<file path="config.mk">
export PLATFORM = sky130hd
export DESIGN_NAME = core_mmio_arbiter_flat
export DESIGN_NICKNAME = d
export VERILOG_FILES = /design/src/rtl/core_mmio_arbiter_if.sv /design/src/rtl/core_mmio_arbiter.sv /design/src/flat_wrapper.sv
export SDC_FILE = /design/constraint.sdc
export NUM_CORES = 1
export LEC_CHECK = 0
export ABC_AREA = 1
export CAP_MARGIN = 20
export CORE_AREA = 3 3 201 203
export CTS_CLUSTER_DIAMETER = 60
export DETAILED_ROUTE_END_ITERATION = 8
export DIE_AREA = 0 0 204 206
export PLACE_DENSITY = 0.38
export SLEW_MARGIN = 10
export SYNTH_ARGS = -nofsm -noshare
export SYNTH_HDL_FRONTEND = slang
export SYNTH_SLANG_ARGS = --single-unit
</file>
<file path="constraint.sdc">
create_clock -name g_clk -period 1.9 [get_ports g_clk]
set_clock_uncertainty 0.15 [all_clocks]
set_input_delay 0.38 -clock g_clk [delete_from_list [all_inputs] [get_ports g_clk]]
set_output_delay 0.38 -clock g_clk [all_outputs]
set_load 0.005 [all_outputs]
</file>
<file path="src/rtl/core_mmio_arbiter_if.sv">
// MMIO request/response bundle shared by requesters and the target.
// One instance per port; the target side leaves the rsp strobe unused.
interface core_mmio_arbiter_if #(
    parameter int MEM_ADDR_R = 38,
    parameter int MEM_DATA_R = 63,
    parameter int MEM_PRV_R  = 1
) ();
    logic                  req;
    logic                  wen;
    logic [MEM_ADDR_R:0]   addr;
    logic [MEM_DATA_R:0]   wdata;
    logic [MEM_PRV_R:0]    prv;
    logic                  gnt;
    logic                  rsp;
    logic [MEM_DATA_R:0]   rdata;
    logic                  error;

    modport master (
        output req, wen, addr, wdata, prv,
        input  gnt, rsp, rdata, error
    );

    modport slave (
        input  req, wen, addr, wdata, prv,
        output gnt, rsp, rdata, error
    );

    modport mmio_m (
        output req, wen, addr, wdata, prv,
        input  gnt, rdata, error
    );

    modport mmio_s (
        input  req, wen, addr, wdata, prv,
        output gnt, rdata, error
    );
endinterface

</file>
<file path="src/rtl/core_mmio_arbiter.sv">
// Two-port arbiter sharing the counter/timer MMIO target between the
// load/store unit (port 0) and the debug module (port 1).
module core_mmio_arbiter #(
    parameter int MEM_ADDR_R = 38,
    parameter int MEM_DATA_R = 63,
    parameter int MEM_PRV_R  = 1,
    parameter bit FIXED_PRIO = 1'b0
) (
    input  logic              g_clk,
    input  logic              g_resetn,
    core_mmio_arbiter_if.slave  rq0,
    core_mmio_arbiter_if.slave  rq1,
    core_mmio_arbiter_if.mmio_m mmio
);

    logic both;
    logic sel1;
    logic acc;

    logic rsp_pend_q;
    logic rsp_pend_d;
    logic rsp_owner_q;
    logic rsp_owner_d;
    logic rr_last_q;
    logic rr_last_d;

    // Pick the winning port; rr pointer only moves on acceptance so a
    // stalled winner keeps being presented.
    always_comb begin
        both = rq0.req & rq1.req;
        if (both) begin
            sel1 = FIXED_PRIO ? 1'b0 : ~rr_last_q;
        end else begin
            sel1 = rq1.req;
        end
    end

    // Forward the winner's payload; all-zero when nobody is asking.
    always_comb begin
        mmio.req   = (rq0.req | rq1.req) & g_resetn;
        mmio.wen   = 1'b0;
        mmio.addr  = '0;
        mmio.wdata = '0;
        mmio.prv   = '0;
        if (sel1 && rq1.req) begin
            mmio.wen   = rq1.wen;
            mmio.addr  = rq1.addr;
            mmio.wdata = rq1.wdata;
            mmio.prv   = rq1.prv;
        end else if (rq0.req) begin
            mmio.wen   = rq0.wen;
            mmio.addr  = rq0.addr;
            mmio.wdata = rq0.wdata;
            mmio.prv   = rq0.prv;
        end
    end

    assign acc = mmio.req & mmio.gnt;

    assign rq0.gnt = acc & ~sel1;
    assign rq1.gnt = acc & sel1;

    // Response data is a plain copy; only the strobes carry meaning.
    assign rq0.rsp   = g_resetn & rsp_pend_q & ~rsp_owner_q;
    assign rq1.rsp   = g_resetn & rsp_pend_q & rsp_owner_q;
    assign rq0.rdata = mmio.rdata;
    assign rq1.rdata = mmio.rdata;
    assign rq0.error = mmio.error;
    assign rq1.error = mmio.error;

    // Track the in-flight owner and update the round-robin pointer.
    always_comb begin
        rsp_pend_d  = acc;
        rsp_owner_d = rsp_owner_q;
        rr_last_d   = rr_last_q;
        if (acc) begin
            rsp_owner_d = sel1;
            if (both) begin
                rr_last_d = sel1;
            end
        end
    end

    // State registers with synchronous active-low reset.
    always_ff @(posedge g_clk) begin
        if (!g_resetn) begin
            rsp_pend_q  <= 1'b0;
            rsp_owner_q <= 1'b0;
            rr_last_q   <= 1'b1;
        end else begin
            rsp_pend_q  <= rsp_pend_d;
            rsp_owner_q <= rsp_owner_d;
            rr_last_q   <= rr_last_d;
        end
    end

endmodule

</file>
<file path="src/flat_wrapper.sv">
// flat-port wrapper written by rule: the top's interface ports become plain ports
module core_mmio_arbiter_flat 
#(
    parameter int MEM_ADDR_R = 38,
    parameter int MEM_DATA_R = 63,
    parameter int MEM_PRV_R  = 1,
    parameter bit FIXED_PRIO = 1'b0
)
  (g_clk, g_resetn, rq0_req, rq0_wen, rq0_addr, rq0_wdata, rq0_prv, rq0_gnt, rq0_rsp, rq0_rdata, rq0_error, rq1_req, rq1_wen, rq1_addr, rq1_wdata, rq1_prv, rq1_gnt, rq1_rsp, rq1_rdata, rq1_error, mmio_req, mmio_wen, mmio_addr, mmio_wdata, mmio_prv, mmio_gnt, mmio_rdata, mmio_error);
  core_mmio_arbiter_if #(.MEM_ADDR_R(MEM_ADDR_R), .MEM_DATA_R(MEM_DATA_R), .MEM_PRV_R(MEM_PRV_R)) rq0_i ();
  core_mmio_arbiter_if #(.MEM_ADDR_R(MEM_ADDR_R), .MEM_DATA_R(MEM_DATA_R), .MEM_PRV_R(MEM_PRV_R)) rq1_i ();
  core_mmio_arbiter_if #(.MEM_ADDR_R(MEM_ADDR_R), .MEM_DATA_R(MEM_DATA_R), .MEM_PRV_R(MEM_PRV_R)) mmio_i ();
  input  logic g_clk;
  input  logic g_resetn;
  input wire logic [$bits(rq0_i.req)-1:0] rq0_req;
  input wire logic [$bits(rq0_i.wen)-1:0] rq0_wen;
  input wire logic [$bits(rq0_i.addr)-1:0] rq0_addr;
  input wire logic [$bits(rq0_i.wdata)-1:0] rq0_wdata;
  input wire logic [$bits(rq0_i.prv)-1:0] rq0_prv;
  output wire logic [$bits(rq0_i.gnt)-1:0] rq0_gnt;
  output wire logic [$bits(rq0_i.rsp)-1:0] rq0_rsp;
  output wire logic [$bits(rq0_i.rdata)-1:0] rq0_rdata;
  output wire logic [$bits(rq0_i.error)-1:0] rq0_error;
  input wire logic [$bits(rq1_i.req)-1:0] rq1_req;
  input wire logic [$bits(rq1_i.wen)-1:0] rq1_wen;
  input wire logic [$bits(rq1_i.addr)-1:0] rq1_addr;
  input wire logic [$bits(rq1_i.wdata)-1:0] rq1_wdata;
  input wire logic [$bits(rq1_i.prv)-1:0] rq1_prv;
  output wire logic [$bits(rq1_i.gnt)-1:0] rq1_gnt;
  output wire logic [$bits(rq1_i.rsp)-1:0] rq1_rsp;
  output wire logic [$bits(rq1_i.rdata)-1:0] rq1_rdata;
  output wire logic [$bits(rq1_i.error)-1:0] rq1_error;
  output wire logic [$bits(mmio_i.req)-1:0] mmio_req;
  output wire logic [$bits(mmio_i.wen)-1:0] mmio_wen;
  output wire logic [$bits(mmio_i.addr)-1:0] mmio_addr;
  output wire logic [$bits(mmio_i.wdata)-1:0] mmio_wdata;
  output wire logic [$bits(mmio_i.prv)-1:0] mmio_prv;
  input wire logic [$bits(mmio_i.gnt)-1:0] mmio_gnt;
  input wire logic [$bits(mmio_i.rdata)-1:0] mmio_rdata;
  input wire logic [$bits(mmio_i.error)-1:0] mmio_error;
  assign rq0_i.req = rq0_req;
  assign rq0_i.wen = rq0_wen;
  assign rq0_i.addr = rq0_addr;
  assign rq0_i.wdata = rq0_wdata;
  assign rq0_i.prv = rq0_prv;
  assign rq0_gnt = rq0_i.gnt;
  assign rq0_rsp = rq0_i.rsp;
  assign rq0_rdata = rq0_i.rdata;
  assign rq0_error = rq0_i.error;
  assign rq1_i.req = rq1_req;
  assign rq1_i.wen = rq1_wen;
  assign rq1_i.addr = rq1_addr;
  assign rq1_i.wdata = rq1_wdata;
  assign rq1_i.prv = rq1_prv;
  assign rq1_gnt = rq1_i.gnt;
  assign rq1_rsp = rq1_i.rsp;
  assign rq1_rdata = rq1_i.rdata;
  assign rq1_error = rq1_i.error;
  assign mmio_req = mmio_i.req;
  assign mmio_wen = mmio_i.wen;
  assign mmio_addr = mmio_i.addr;
  assign mmio_wdata = mmio_i.wdata;
  assign mmio_prv = mmio_i.prv;
  assign mmio_i.gnt = mmio_gnt;
  assign mmio_i.rdata = mmio_rdata;
  assign mmio_i.error = mmio_error;
  core_mmio_arbiter #(.MEM_ADDR_R(MEM_ADDR_R), .MEM_DATA_R(MEM_DATA_R), .MEM_PRV_R(MEM_PRV_R), .FIXED_PRIO(FIXED_PRIO)) u_core (.g_clk(g_clk), .g_resetn(g_resetn), .rq0(rq0_i), .rq1(rq1_i), .mmio(mmio_i));
endmodule
</file>
==> out/metrics.csv <==
stage;metric;value;unit
detailed_routing;Vias;4172;
sta;Worst Hold Margin;0.339;ns
sta;Slew headroom;83.5;%
run;max-cap violations;0;
placement;port bufs;327;
synthesis;Avg Synthesized Cell Area;5.24;um^2
cells_and_area;share of cells above drive strength 1;46.1;%
critical_path;crit-path cells;a21oi_4, buf_6, buf_12, buf_16, buf_8, nand2_4, o21ai_4, buf_2;
detailed_routing;Wirelength per Cell;15.6;um
floorplan;FP Rows;72;
power_and_ir_drop;Peak VDD IR;0.000178;V
clock_tree;CTS tree;done;
global_routing;vias in the first global route;4256;
sta;Setup WS post-layout;-0.230;ns
sta;final hold viol count;0;
placement;routability cong.;0.735;
critical_path;Setup crit start kind;flip-flop;
cells_and_area;Fill cells;4348;
detailed_routing;DR pass1 iterations;4;
synthesis;count leader, synth;nand2_1;
global_routing;initial antenna violation count;1;
sta;Peak Freq;0.470;GHz
clock_tree;CTS sink cnt;3;
critical_path;CP Class;flip-flop to output pin;
global_routing;grt ovf;0;
hold_path;Hold Crit Class;primary input to flip-flop;
synthesis;number of synthesized flops with an enable pin;0;
clock_tree;Num CTS Buffers;3;
power_and_ir_drop;LEAKAGE;3.14;nW
power_and_ir_drop;total power;2.07;mW
placement;pre-CTS WS;-1.02;ns
outcome;violated checks;setup timing;
synthesis;Post-Syn Area;0.00267;mm^2
detailed_routing;WL final;20200;um
floorplan;Top Ports;523;
critical_path;Top delay family on crit path;buffers and inverters;
synthesis;Seq/Total Area, Yosys;2.25;%
outcome;outcome;complete, but fails checks;
floorplan;die height;206;um
detailed_routing;via/cell ratio;3.21;
global_routing;largest net degree at the start of global routing;30;
synthesis;area leader, netlist;buf_4;
cells_and_area;fin nets;1064;
global_routing;GRT Resource Usage Total;8.56;%
critical_path;WP data required;1.37;ns
detailed_routing;Post-DRT Antenna Nets;0;
clock_tree;later-pin clock latency in the skew report;0.23;ns
synthesis;Netlist cell types;15;
cells_and_area;Layout Cells excl Fill;1299;
cells_and_area;Ant. Diodes;0;
sta;Final Setup Violations;106;
clock_tree;clock-pin transition on the worst setup and hold timing paths;0.04;ns
floorplan;starting density of the core;6.90;%
sta;pins over their slew limit;0;
synthesis;Syn Nets;791;
synthesis;cells after synthesis;509;
synthesis;top post-synthesis cells by area;buf_4 (40%), nand2_1 (31%), o21ai_0 (16%);
power_and_ir_drop;power per cell area;291;mW/mm^2
detailed_routing;DRC;0;
critical_path;Buf/Inv on CP;5;
synthesis;#FFs+latches synth;3;
global_routing;first-pass GRT wire length;26500;um
synthesis;FFs w/ async S/R, synth;0;%
detailed_routing;DR iter-0 viols;102;
placement;dpl hpwl;14100;um
sta;fin crit share;112;%
synthesis;Synth top cells by count;nand2_1 (217), buf_4 (142), o21ai_0 (86);
critical_path;CP endpoint kind;output pin;
sta;min Tclk post-route;2.13;ns
clock_tree;Root Driver;clkbuf_16;
sta;worst-margin pin slew;0.247;ns
synthesis;YS warnings;0;
synthesis;ys flop type;dfxtp_1;
critical_path;CP max-delay cell;dfxtp_2;
critical_path;critical path's largest stage delay;0.33;ns
floorplan;die area;0.0420;mm^2
clock_tree;Max clock buf depth;2;
clock_tree;H-tree depth;1;
critical_path;Critical Path AT;1.60;ns
sta;RSZ-0062 raised after global routing;true;
clock_tree;CTS Hold Bufs;0;
critical_path;CP max FO;6;
placement;Inst Count DP;1224;
synthesis;post-synth top area share;40.0;%
floorplan;CORE AREA;0.0386;mm^2
cells_and_area;Layout area overhead;167;%
floorplan;die width;204;um
==> what timing repair did <==
action	4_1_cts	5_1_grt
setup buffers	57	10
cloned	17	3
resized for setup	636	160
pin swaps	1	4
setup endpoints to repair	111	110
==> routing by layer <==
metal  vias up  wire (um)  track usage (%)
met5         -          0                0
met2       256      10800             16.4
met4         0        751             3.88
met3        67       2110             3.61
met1      1822       6590             7.88
li1       2027          -                -
==> metrics by stage <==
| stage | setup TNS [ns] | utilization (%) | area [um^2] |
|---|---|---|---|
| CTS | -15.45 | 17.3 | 6690 |
| global placement | -90.93 | 14.9 | 5760 |
| detailed placement | -92.38 | 14.9 | 5760 |
| global route | -23.46 | 18.4 | 7110 |
| floorplan | 0 | - | 2670 |
| finish | -15.71 | 18.4 | 7110 |
==> cell type report <==
type / instances / area (um^2) / area share [%]
Tap cell: 518 / 648 / 9.11
Sequential cell: 3 / 61.3 / 0.862
Clock buffer: 4 / 78.8 / 1.11
Multi-Input combinational cell: 333 / 2020 / 28.4
Inverter: 8 / 35.0 / 0.493
Timing Repair Buffer: 433 / 4270 / 60.0
==> power by group <==
part	total (mW)	switching, mW	internal, mW
registers	0.0688	0.00195	0.0669
clock network	0.348	0.0696	0.278
logic	1.65	0.647	1.01
total	2.07	0.718	1.35
==> layout by cell type (no fill, tap or decap) <==
cell type / synthesis / routed
a21oi_1: 1 / 1
a21oi_4: 1 / 1
buf_12: 0 / 20
buf_16: 0 / 11
buf_2: 11 / 107
buf_4: 142 / 27
buf_6: 1 / 41
buf_8: 0 / 9
clkbuf_1: 11 / 1
clkbuf_16: 0 / 6
clkdlybuf4s50_1: 0 / 213
clkinv_4: 0 / 1
dfxtp_1: 3 / 2
dfxtp_2: 0 / 1
dlygate4sd2_1: 0 / 1
dlymetal6s2s_1: 0 / 1
inv_1: 8 / 6
inv_2: 0 / 1
nand2_1: 217 / 137
nand2_2: 0 / 52
nand2_4: 0 / 28
nand3_1: 2 / 1
nand3_2: 0 / 1
nand4_1: 1 / 1
nor2_1: 3 / 1
nor2_2: 0 / 1
nor2_4: 0 / 1
nor3_1: 2 / 1
nor3_2: 0 / 1
o21ai_0: 86 / 7
o21ai_1: 20 / 48
o21ai_2: 0 / 42
o21ai_4: 0 / 9
==> final timing paths <==
path | start | cells past startpoint | to | slack [ns]
worst max-delay path | u_core.rr_last_q$_SDFFE_PN1P_ | 8 | mmio_addr[0] | -0.23
worst min-delay path | rq1_req | 4 | u_core.rr_last_q$_SDFFE_PN1P_ | 0.34
worst max register to register | u_core.rr_last_q$_SDFFE_PN1P_ | 7 | u_core.rr_last_q$_SDFFE_PN1P_ | 0.46
worst min register to register | u_core.rr_last_q$_SDFFE_PN1P_ | 2 | u_core.rr_last_q$_SDFFE_PN1P_ | 0.35
==> state kept, by name, summed over array words and instances, names as in the netlist <==
signal,flops
u_core.rsp_owner_q,1
u_core.rsp_pend_q,1
u_core.rr_last_q,1
==> cells by family after synthesis <==
| kind of cell | synth area share, % |
|---|---|
| buffers and inverters | 45.1 |
| AND/OR/NAND/NOR | 31.9 |
| AO/OA/AOI/OAI | 20.7 |
| flip-flops | 2.25 |
==> tightest hold or removal path, cell delays in order <==
cell	delay, ns
buf_2	0.11
nand4_1	0.08
nand2_1	0.05
nand3_1	0.07
Note: power is estimated with default switching activity, not from simulation.
